--- src/rtl/alu_pkg.sv ---
// Shared encodings for the sail-core ALU: RV32M divide ops, divider FSM states and special-case constants.
`timescale 1ns/1ps
package alu_pkg;

  localparam logic [1:0] OP_DIV  = 2'b00;
  localparam logic [1:0] OP_DIVU = 2'b01;
  localparam logic [1:0] OP_REM  = 2'b10;
  localparam logic [1:0] OP_REMU = 2'b11;

  localparam logic [1:0] S_IDLE  = 2'b00;
  localparam logic [1:0] S_CALC  = 2'b01;
  localparam logic [1:0] S_FIXUP = 2'b10;
  localparam logic [1:0] S_DONE  = 2'b11;

  localparam logic [31:0] DIV_ZERO_Q = 32'hFFFF_FFFF;
  localparam logic [31:0] INT_MIN    = 32'h8000_0000;

  function automatic logic [31:0] twos_neg(input logic [31:0] x);
    return ~x + 32'd1;
  endfunction

endpackage

--- src/rtl/seq_divider_addsub.sv ---
// DSP-style adder/subtractor; with i_is_sub=1 computes i_a - i_b and o_cout=1 means no borrow.
`timescale 1ns/1ps
module seq_divider_addsub #(
  parameter int WIDTH = 32
) (
  input  logic [WIDTH-1:0] i_a,
  input  logic [WIDTH-1:0] i_b,
  input  logic             i_is_sub,
  output logic [WIDTH-1:0] o_sum,
  output logic             o_cout
);

  logic [WIDTH-1:0] w_b_eff;

  assign w_b_eff = i_is_sub ? ~i_b : i_b;
  assign {o_cout, o_sum} = {1'b0, i_a} + {1'b0, w_b_eff} + {{WIDTH{1'b0}}, i_is_sub};

endmodule

--- src/rtl/seq_divider.sv ---
// RV32M DIV/DIVU/REM/REMU unit: radix-2 restoring division, one quotient bit per clock.
// state   | meaning
// S_IDLE  | waiting for start; special cases resolve here directly to S_DONE
// S_CALC  | one shift/trial-subtract per edge, 32 edges
// S_FIXUP | apply signs, select quotient or remainder into result
// S_DONE  | one-cycle done pulse, then back to S_IDLE
`timescale 1ns/1ps
module seq_divider
  import alu_pkg::*;
#(
  parameter int WIDTH = 32,
  parameter int CNT_W = 5
) (
  input  logic             clk,
  input  logic             rst_n,
  input  logic             start,
  input  logic [1:0]       op,
  input  logic [WIDTH-1:0] dividend,
  input  logic [WIDTH-1:0] divisor,
  output logic             busy,
  output logic             done,
  output logic [WIDTH-1:0] result
);

  logic [1:0]       r_state;
  logic [CNT_W-1:0] r_cnt;
  logic [WIDTH-1:0] r_rem;
  logic [WIDTH-1:0] r_quo;
  logic [WIDTH-1:0] r_dvs;
  logic             r_op_rem;
  logic             r_sign_q;
  logic             r_sign_r;
  logic [WIDTH-1:0] r_result;

  logic             w_signed_op;
  logic             w_dvd_neg;
  logic             w_dvs_neg;
  logic             w_div_zero;
  logic             w_overflow;
  logic [WIDTH:0]   w_rs;
  logic [WIDTH-1:0] w_diff;
  logic             w_cout;
  logic             w_trial_ok;
  logic [WIDTH-1:0] w_q_fix;
  logic [WIDTH-1:0] w_r_fix;

  assign w_signed_op = ~op[0];
  assign w_dvd_neg   = w_signed_op & dividend[WIDTH-1];
  assign w_dvs_neg   = w_signed_op & divisor[WIDTH-1];
  assign w_div_zero  = (divisor == '0);
  assign w_overflow  = w_signed_op && (dividend == INT_MIN) && (divisor == '1);

  // Shifted partial remainder is 33 bits; the low 32 go through the subtractor and the
  // top bit is folded in here: the trial is non-negative if that bit is set or no borrow.
  assign w_rs = {r_rem, r_quo[WIDTH-1]};

  seq_divider_addsub #(.WIDTH(WIDTH)) u_trial (
    .i_a      (w_rs[WIDTH-1:0]),
    .i_b      (r_dvs),
    .i_is_sub (1'b1),
    .o_sum    (w_diff),
    .o_cout   (w_cout)
  );

  assign w_trial_ok = w_rs[WIDTH] | w_cout;
  assign w_q_fix    = r_sign_q ? twos_neg(r_quo) : r_quo;
  assign w_r_fix    = r_sign_r ? twos_neg(r_rem) : r_rem;

  always_ff @(posedge clk or negedge rst_n) begin
    if (!rst_n) begin
      r_state  <= S_IDLE;
      r_cnt    <= '0;
      r_rem    <= '0;
      r_quo    <= '0;
      r_dvs    <= '0;
      r_op_rem <= 1'b0;
      r_sign_q <= 1'b0;
      r_sign_r <= 1'b0;
      r_result <= '0;
    end else begin
      case (r_state)
        S_IDLE: begin
          if (start) begin
            r_op_rem <= op[1];
            if (w_div_zero) begin
              r_result <= op[1] ? dividend : DIV_ZERO_Q;
              r_state  <= S_DONE;
            end else if (w_overflow) begin
              r_result <= op[1] ? '0 : INT_MIN;
              r_state  <= S_DONE;
            end else begin
              r_cnt    <= CNT_W'(WIDTH - 1);
              r_rem    <= '0;
              r_quo    <= w_dvd_neg ? twos_neg(dividend) : dividend;
              r_dvs    <= w_dvs_neg ? twos_neg(divisor) : divisor;
              r_sign_q <= w_dvd_neg ^ w_dvs_neg;
              r_sign_r <= w_dvd_neg;
              r_state  <= S_CALC;
            end
          end
        end
        S_CALC: begin
          r_rem <= w_trial_ok ? w_diff : w_rs[WIDTH-1:0];
          r_quo <= {r_quo[WIDTH-2:0], w_trial_ok};
          if (r_cnt == '0) begin
            r_state <= S_FIXUP;
          end else begin
            r_cnt <= r_cnt - CNT_W'(1);
          end
        end
        S_FIXUP: begin
          r_result <= r_op_rem ? w_r_fix : w_q_fix;
          r_state  <= S_DONE;
        end
        default: r_state <= S_IDLE;
      endcase
    end
  end

  assign busy   = (r_state != S_IDLE);
  assign done   = (r_state == S_DONE);
  assign result = r_result;

endmodule

--- config.mk ---
export PLATFORM = sky130hd
export DESIGN_NAME = seq_divider
export DESIGN_NICKNAME = d
export VERILOG_FILES = /design/src/rtl/alu_pkg.sv /design/src/rtl/seq_divider_addsub.sv /design/src/rtl/seq_divider.sv
export SDC_FILE = /design/constraint.sdc
export NUM_CORES = 1
export LEC_CHECK = 0
export BUFFER_PORTS_ARGS = -buffer_cell sky130_fd_sc_hd__buf_2
export CAP_MARGIN = 40
export CORE_AREA = 2 2 126 251
export DETAILED_ROUTE_END_ITERATION = 6
export DIE_AREA = 0 0 128 253
export GPL_ROUTABILITY_DRIVEN = 1
export PLACE_DENSITY_LB_ADDON = 0.2
export SLEW_MARGIN = 15
export SYNTH_ARGS = -nofsm -noshare
export SYNTH_HDL_FRONTEND = slang
export SYNTH_HIERARCHICAL = 1
export SYNTH_SLANG_ARGS = --single-unit
export TNS_END_PERCENT = 10
--- constraint.sdc ---
create_clock -name clk -period 8.5 [get_ports clk]
set_input_delay 0.425 -clock clk [delete_from_list [all_inputs] [get_ports clk]]
set_output_delay 0.425 -clock clk [all_outputs]
set_load 0.005 [all_outputs]
==> results of run 1 <==
registers in the layout, indices dropped and copies added, names as in the netlist:
register	flops
r_cnt	5
r_rem	32
result	32
r_op_rem	1
r_state	2
r_dvs	32
r_quo	32
r_sign_q	1
r_sign_r	1
cell families (layout without fill, tap and decap cells):
kind of cell | after synthesis | after routing | share of synthesized area
DFF | 138 | 138 | 0.301
muxes | 50 | 50 | 0.0445
and+or+nand+nor | 459 | 459 | 0.188
AOI/OAI and AO/OA | 432 | 432 | 0.243
buffers and inverters | 124 | 182 | 0.0424
other | 1 | 1 | 0.000327
adders and majority gates | 47 | 47 | 0.0519
xor gates and xnor gates | 168 | 168 | 0.128
layer usage:
layer	global-route usage	vias to the layer above	wire [um]
li1	-	5255	-
met1	0.276	5185	15000
met5	0	-	0
met3	0.0262	71	1280
met4	0.110	0	1690
met2	0.405	290	18600
through the flow:
stage / util / instance area (um2)
after floorplan: - / 11500
after global placement: 0.400 / 12200
after detailed placement: 0.403 / 12300
after CTS: 0.419 / 12800
after global routing: 0.419 / 12800
final: 0.419 / 12800
final timing paths:
check | start | end | slack, ps | depth (start not counted)
worst max-delay path | r_quo[31] | r_rem[8] | 4550 | 13
worst min-delay path | rst_n | r_dvs[6] | 10 | 1
worst max register to register | r_quo[31] | r_rem[8] | 4550 | 13
worst min register to register | result[12] | result[12] | 470 | 2
max in group asynchronous | rst_n | r_quo[25] | 7280 | 3
min in group clk | dividend[0] | r_quo[0] | 330 | 3
power by group through the flow:
stage / sequential, mW / clock, mW / combinational [mW]
after floorplan: 1.08 / 0 / 1.51
after global placement: 1.17 / 0 / 1.98
after detailed placement: 1.17 / 0 / 2.05
after CTS: 1.16 / 0.668 / 2.07
after global routing: 1.20 / 0.694 / 2.31
final: 1.16 / 0.651 / 2.06
layout make-up:
cell class / instances / share of cell area
repair buffers: 119 / 0.0547
flip-flops and latches: 138 / 0.270
well taps: 372 / 0.0364
clock buffers: 22 / 0.0363
multi-input cells: 1157 / 0.590
clock inverters: 5 / 0.00196
inverters: 36 / 0.0106
layout by cell type (no fill, tap or decap), drive strengths merged, types with 22 or more instances in the layout:
master / netlist / routed
nand4: 22 / 22
ha: 46 / 46
xnor2: 68 / 68
nand2: 182 / 182
nor2: 103 / 103
mux2i: 42 / 42
dfrtp: 138 / 138
o31ai: 71 / 71
nand3: 28 / 28
a31oi: 27 / 27
inv: 36 / 36
nor3: 31 / 31
clkbuf: 72 / 22
xor2: 100 / 100
buf: 16 / 119
o21ai: 127 / 127
a21oi: 81 / 81
worst reg2reg max path, delay by kind of cell, from the launching register on:
| family | cells | cell delay, ps |
|---|---|---|
| AO/OA/AOI/OAI | 5 | 1240 |
| multiplexers | 2 | 740 |
| AND/OR/NAND/NOR | 4 | 520 |
| flip-flops | 1 | 500 |
| buffers and inverters | 1 | 470 |
| adder cells (fa/ha/maj) | 1 | 320 |
==> results.yml, run 1 <==
critical_path:
  crit_fanout: 27
  cp_top_family: "compound AO/OA/AOI/OAI gates"
  arrival_ps: 4240
  cp-start-kind: "register"
  slowest_stage: "dfrtp_1"
  crit_required_ps: 8790
  slowest_delay_ps: 500
  worstSetupPathType: "register to register"
  crit_buf_inv: 1
  crit_top_cell: "mux2i_1"
  cp-end-kind: "register"
  path_cells: "mux2i_1 > fa_1 > nor2b_1 > o2111a_1 > o2111ai_1 > nand2_1 > a21oi_1 > o21a_1 > nor3_1 > nor2_4 > buf_4 > mux2i_1 > o31ai_1"
routing:
  vias: 10800
  vias_per_cell: 5.84
  wire_per_inst_um: 19.8
  totalWireLength_um: 36600
  postRouteAntennaNets: 0
  drt_iter0_markers: 768
  dr.pass1.iters: 5
  drc: 0
finish:
  drive_gt1_frac: 0.116
  fin_nets: 1585
  multiInputGateArea_um2: 7560
  fillers: 3084
  diodes: 0
  seq_area_um2: 3450
  areaGrowthSynthToFinish_pct: 11.6
  finalNonFillerCells: 1849
power:
  p_switching_mw: 1.81
  p_seq_frac: 0.300
  p_clk_frac: 0.168
  sw_frac_of_total: 0.467
  power_mw: 3.88
  power_frac_comb: 0.532
  p_int_mw: 2.07
  power.density_nw_per_um2: 303
  p_leak_nw: 5.65
  ir_drop_mv: 0.252
sta:
  layout_min_cycle_time_ps: 3950
  rsz0062_at_grt: "no"
  fmax_ghz: 0.253
  setup_viol: 0
  finalCritPeriodShare: 0.465
  max_slew_margin: 0.363
  setup_tns_ps: 0
  whs_ps: 14.4
  worst_slack_ps: 4550
  finalHoldViolCount: 0
  drv_slew: 0
  skew_ps: 8.10
  tightest_slew_ps: 953
floorplan:
  die_h_um: 253
  initial_utilization: 0.376
  die-width_um: 128
  rows: 91
  die_area_um2: 32400
  pin_count: 103
  coreArea_um2: 30500
clock_tree:
  postCtsHoldBufs: 0
  cts_tree: "done"
  clk_latency_ps: 440
  cts_buffers: 17
  root_buffer: "clkbuf_16"
  cts_resized: 0
  htree_levels: 4
  cts_setup_buffers: 0
  clockBufferDepth: 2
  cts.clk_slew.worst_paths_ps: 60
  clock-sinks: 138
status:
  status: "complete, no violations"
place:
  gp_congestion: 0.918
  dpl.cell_count: 1822
  place_ws_ps: 4630
  dp_hpwl_um: 27800
  io_buffers: 102
logic_synthesis:
  synth_seq_area_share: 0.301
  synth_top_cell_by_area: "dfrtp_1"
  synth.most_common_cell: "nand2_1"
  ys.flop_type: "dfrtp_1"
  synth_common_cells: "182 x nand2_1, 138 x dfrtp_1, 126 x o21ai_0"
  synth_edf_count: 0
  synth.top_cells.by_area: "dfrtp_1 30%, xor2_1 7.6%, nand2_1 6.0%, o21ai_0 5.5%, xnor2_1 5.2%"
  synth_area_um2: 11500
  async_flop_share: 1.00
  syn_nets: 1535
  synth_seq_cells: 138
  yosys.area.top_type_share: 0.301
  synth.avg_cell_area_um2: 8.08
  synth_cells: 1419
  ys_types: 77
  ys_warn_count: 6
worst_hold_path:
  hold_class: "primary input to asynchronous set/reset pin"
global_route:
  grt_pass1_wl_um: 58500
  antenna_found_initial: 0
  grt_pass1_vias: 10700
  grtUsageTotal: 0.230
  grt.overflow.total: 0
  grt_max_degree: 73
run:
  max_cap_viol_count: 0
No activity file was read; power rests on OpenSTA's default activity.
==> inputs of run 2 (changes only) <==
==> constraint.sdc (replaced) <==
create_clock -name clk -period 3.8 [get_ports clk]
set_input_delay 0.19 -clock clk [delete_from_list [all_inputs] [get_ports clk]]
set_output_delay 0.19 -clock clk [all_outputs]
set_load 0.005 [all_outputs]
==> results.yml, run 2 (synthesis results as in run 1) <==
status:
  status: "complete, no violations"
run:
  max_cap_viol_count: 0
finish:
  finalNonFillerCells: 1870
  areaGrowthSynthToFinish_pct: 13.8
  fin_nets: 1601
  final_core_util: 0.428
  mostFrequentLayoutCells: "181 x nand2_1, 138 x dfrtp_1, 126 x o21ai_0"
  final_common_cell: "nand2_1"
  drive_gt1_frac: 0.130
  diodes: 0
global_route:
  grt.overflow.total: 0
  antenna_found_initial: 0
  grt_max_degree: 69
  grtUsageTotal: 0.240
  grt_pass1_vias: 10800
  grt_pass1_wl_um: 60400
clock_tree:
  clock-sinks: 138
  cts.clk_slew.worst_paths_ps: 60
  cts_buffers: 17
  clockBufferDepth: 2
  cts_setup_buffers: 0
  cts_tree: "done"
  root_buffer: "clkbuf_16"
  htree_levels: 4
  clk_latency_ps: 450
floorplan:
  die_h_um: 253
  initial_utilization: 0.376
  die_area_um2: 32400
  die-width_um: 128
  pin_count: 103
  coreArea_um2: 30500
  rows: 91
critical_path:
  crit_fanout: 29
  crit_buf_inv: 1
  cp_top_family: "compound AO/OA/AOI/OAI gates"
  slowest_stage: "dfrtp_1"
  path_depth: 13
  arrival_ps: 3720
  worstSetupPathType: "register to register"
  cp-end-kind: "register"
  crit_required_ps: 4120
  cp-start-kind: "register"
  path_cells: "mux2i_2 > fa_1 > nor2b_1 > o2111a_1 > o2111ai_1 > nand2_1 > a21oi_1 > o21a_1 > nor3_1 > nor2_4 > buf_12 > mux2i_1 > o31ai_1"
  r2r-start: "r_quo[31]"
  reg2regPathDepth: 13
  slowest_delay_ps: 470
  crit_start: "r_quo[31]"
  rrSetupSlack_ps: 400
  r2r_end: "r_rem[0]"
  endpoint: "r_rem[0]"
routing:
  vias_per_cell: 5.85
  totalWireLength_um: 38500
  m1WireLength_um: 15700
  postRouteAntennaNets: 0
  drc: 0
  wire_per_inst_um: 20.6
  dr.max_layer_used: "met4"
  vias: 10900
  dr.pass1.iters: 5
  wl_met2_um: 19900
  wl_met3_um: 1520
  drt_iter0_markers: 706
place:
  dpl.cell_count: 1836
  place_ws_ps: 301
  dp_hpwl_um: 29300
  io_buffers: 102
  gp_congestion: 0.906
worst_hold_path:
  hold_class: "primary input to register"
sta:
  max_slew_margin: 0.475
  setup_tns_ps: 0
  tightest_slew_ps: 784
  fmax_ghz: 0.294
  setup_viol: 0
  drv_slew: 0
  finalHoldViolCount: 0
  layout_min_cycle_time_ps: 3400
  finalCritPeriodShare: 0.896
  worst_slack_ps: 396
  skew_ps: 10.2
  rsz0062_at_grt: "no"
power:
  p_leak_nw: 5.79
  power.density_nw_per_um2: 695
  ir_drop_mv: 0.558
run 2: layer usage:
layer / up-vias / GRT usage
met4: 0 / 0.101
met2: 302 / 0.427
met1: 5255 / 0.288
li1: 5305 / -
met5: - / 0
met3: 74 / 0.0298
run 2: worst min-delay path by stage:
stage / from / end / slack (ps) / cells after the start
after detailed placement: rst_n / r_dvs[7] / 160 / 1
after global placement: rst_n / r_dvs[7] / 350 / 1
after floorplan: rst_n / r_cnt[0] / -110 / 0
final: dividend[31] / r_quo[31] / 80 / 3
after CTS: dividend[31] / r_quo[31] / 60 / 3
after global routing: dividend[31] / r_quo[31] / 80 / 3
run 2: layout make-up:
| cell class | instances | area, um2 |
|---|---|---|
| sequential | 138 | 3450 |
| clock buffer | 25 | 505 |
| multi-input combinational | 1157 | 7570 |
| timing repair buffer | 135 | 837 |
| fill | 3082 | 17500 |
| inverter | 36 | 135 |
| tap | 372 | 465 |
| clock inverter | 7 | 87.6 |
run 2: timing repair:
action | CTS | global route
setup endpoints to repair | 0 | 5
hold buffers | 1 | 0
gates resized for setup | 0 | 1
hold endpoints to repair | 44 | 0
run 2: worst reg2reg max path, cell delays in order (launching register included):
cell and delay [ps]:
dfrtp_1 470, mux2i_2 340, fa_1 300, nor2b_1 80, o2111a_1 260, o2111ai_1 310, nand2_1 130, a21oi_1 320
o21a_1 180, nor3_1 70, nor2_4 200, buf_12 270, mux2i_1 260, o31ai_1 80
run 2: metrics by stage:
step	instance area (um2)	hold slack (ps)	total power [mW]
final	13100	80.3	9.07
after global routing	13100	82.1	9.74
after CTS	13000	63.4	9.06
after detailed placement	12400	162	7.30
after global placement	12400	346	7.20
after floorplan	11500	-106	5.79
run 2: power by group:
group / internal (mW) / switching (mW) / total [mW]
combinational: 1.82 / 2.93 / 4.74
sequential: 2.02 / 0.594 / 2.61
clock: 1.05 / 0.664 / 1.71
total: 4.88 / 4.18 / 9.07
==> inputs of run 3 (changes only) <==
==> constraint.sdc (replaced) <==
create_clock -name clk -period 3.8 [get_ports clk]
set_input_delay 0.38 -clock clk [delete_from_list [all_inputs] [get_ports clk]]
set_output_delay 0.38 -clock clk [all_outputs]
set_load 0.005 [all_outputs]
==> results.yml, run 3 (synthesis results as in run 1) <==
global_route:
  grt_max_degree: 67
  grt_pass1_vias: 10700
  grt_pass1_wl_um: 59900
  grt.overflow.total: 0
  antenna_found_initial: 0
  grtUsageTotal: 0.240
critical_path:
  crit_fanout: 33
  reg2regPathDepth: 13
  rrSetupSlack_ps: 360
  cp-start-kind: "register"
  r2r-start: "r_quo[31]"
  crit_required_ps: 4110
  cp-end-kind: "register"
  crit_start: "r_quo[31]"
  r2r_end: "r_rem[3]"
  arrival_ps: 3760
  worstSetupPathType: "register to register"
run:
  max_cap_viol_count: 0
sta:
  max_slew_margin: 0.472
  tightest_slew_ps: 785
  layout_min_cycle_time_ps: 3440
  rsz0062_at_grt: "no"
  finalHoldViolCount: 0
  fmax_ghz: 0.290
  drv_slew: 0
  setup_tns_ps: 0
  whs_ps: 270
  skew_ps: 9.41
  setup_viol: 0
  finalCritPeriodShare: 0.906
routing:
  dr.pass1.iters: 5
  vias_per_cell: 5.90
  drc: 0
  postRouteAntennaNets: 0
  wire_per_inst_um: 20.4
  vias: 11000
  totalWireLength_um: 38200
  drt_iter0_markers: 753
clock_tree:
  cts.clk_slew.worst_paths_ps: 60
  cts_buffers: 17
  clock-sinks: 138
  cts_tree: "done"
  clockBufferDepth: 2
  clk_latency_ps: 450
  root_buffer: "clkbuf_16"
  htree_levels: 4
  cts_resized: 0
  cts_setup_buffers: 0
finish:
  mostFrequentLayoutCells: "181 x nand2_1, 138 x dfrtp_1, 126 x o21ai_0"
  multiInputGateArea_um2: 7560
  finalInstanceArea_um2: 13000
  fillers: 3126
  fin_nets: 1605
  seq_area_um2: 3450
  areaGrowthSynthToFinish_pct: 13.3
  finalNonFillerCells: 1873
  diodes: 0
  drive_gt1_frac: 0.130
  final_common_cell: "nand2_1"
power:
  power_mw: 8.85
  power.density_nw_per_um2: 681
  ir_drop_mv: 0.384
  p_leak_nw: 5.77
place:
  io_buffers: 102
  place_area_um2: 12500
  gp_congestion: 0.892
  dp_hpwl_um: 29300
  dpl.cell_count: 1841
floorplan:
  pin_count: 103
  die_h_um: 253
  coreArea_um2: 30500
  die_area_um2: 32400
  rows: 91
  initial_utilization: 0.376
  die-width_um: 128
worst_hold_path:
  hold_start: "divisor[5]"
  hold_class: "primary input to register"
  min_to: "r_dvs[5]"
  hold_depth: 3
status:
  status: "complete, no violations"
## run 3: worst max-delay path, cell delays in order (launching register included)
cell       delay (ps)
dfrtp_1           440
mux2i_1           420
fa_1              320
nor2b_1            70
o2111a_1          260
o2111ai_1         290
nand2_1           130
a21oi_1           390
o21a_1            190
nor3_1             70
nor2_4            100
buf_12            250
mux2i_1           250
o31ai_1            80
## run 3: worst max-delay path by stage
| stage | cells past startpoint | to | slack, ps |
|---|---|---|---|
| after global placement | 13 | r_rem[26] | 500 |
| final | 13 | r_rem[3] | 360 |
| after detailed placement | 13 | r_rem[7] | 410 |
| after floorplan | 13 | r_rem[0] | 460 |
| after CTS | 13 | r_rem[18] | 400 |
| after global routing | 13 | r_rem[18] | 30 |
## run 3: where the power goes
part	switching, mW	total, mW	internal, mW	leakage (nW)
Clock	0.652	1.50	0.850	0.262
Sequential	0.614	2.63	2.02	1.74
Combinational	2.89	4.72	1.83	3.77
## run 3: timing repair
item | in CTS | in global routing
endpoints found under the hold margin | 27 | 0
setup endpoints to repair | 0 | 0
hold buffers | 1 | 0
## run 3: cell type report
class	instances	area share
clock buffers	21	0.0354
well taps	372	0.0358
inverters	36	0.0104
clock inverters	10	0.00404
flip-flops and latches	138	0.266
multi-input cells	1157	0.581
repair buffers	139	0.0673
## run 3: layer usage
metal / track usage / vias up / share of wire
li1: - / 5307 / -
met3: 0.0376 / 84 / 0.042
met2: 0.417 / 339 / 0.51
met4: 0.126 / 0 / 0.052
met1: 0.282 / 5319 / 0.40
met5: 0 / - / 0
## run 3: metrics by stage
step / setup WS, ps / util
detailed placement: 411 / 0.409
CTS: 400 / 0.426
floorplan: 462 / -
global route: 29.8 / 0.426
finish: 358 / 0.426
global placement: 497 / 0.407
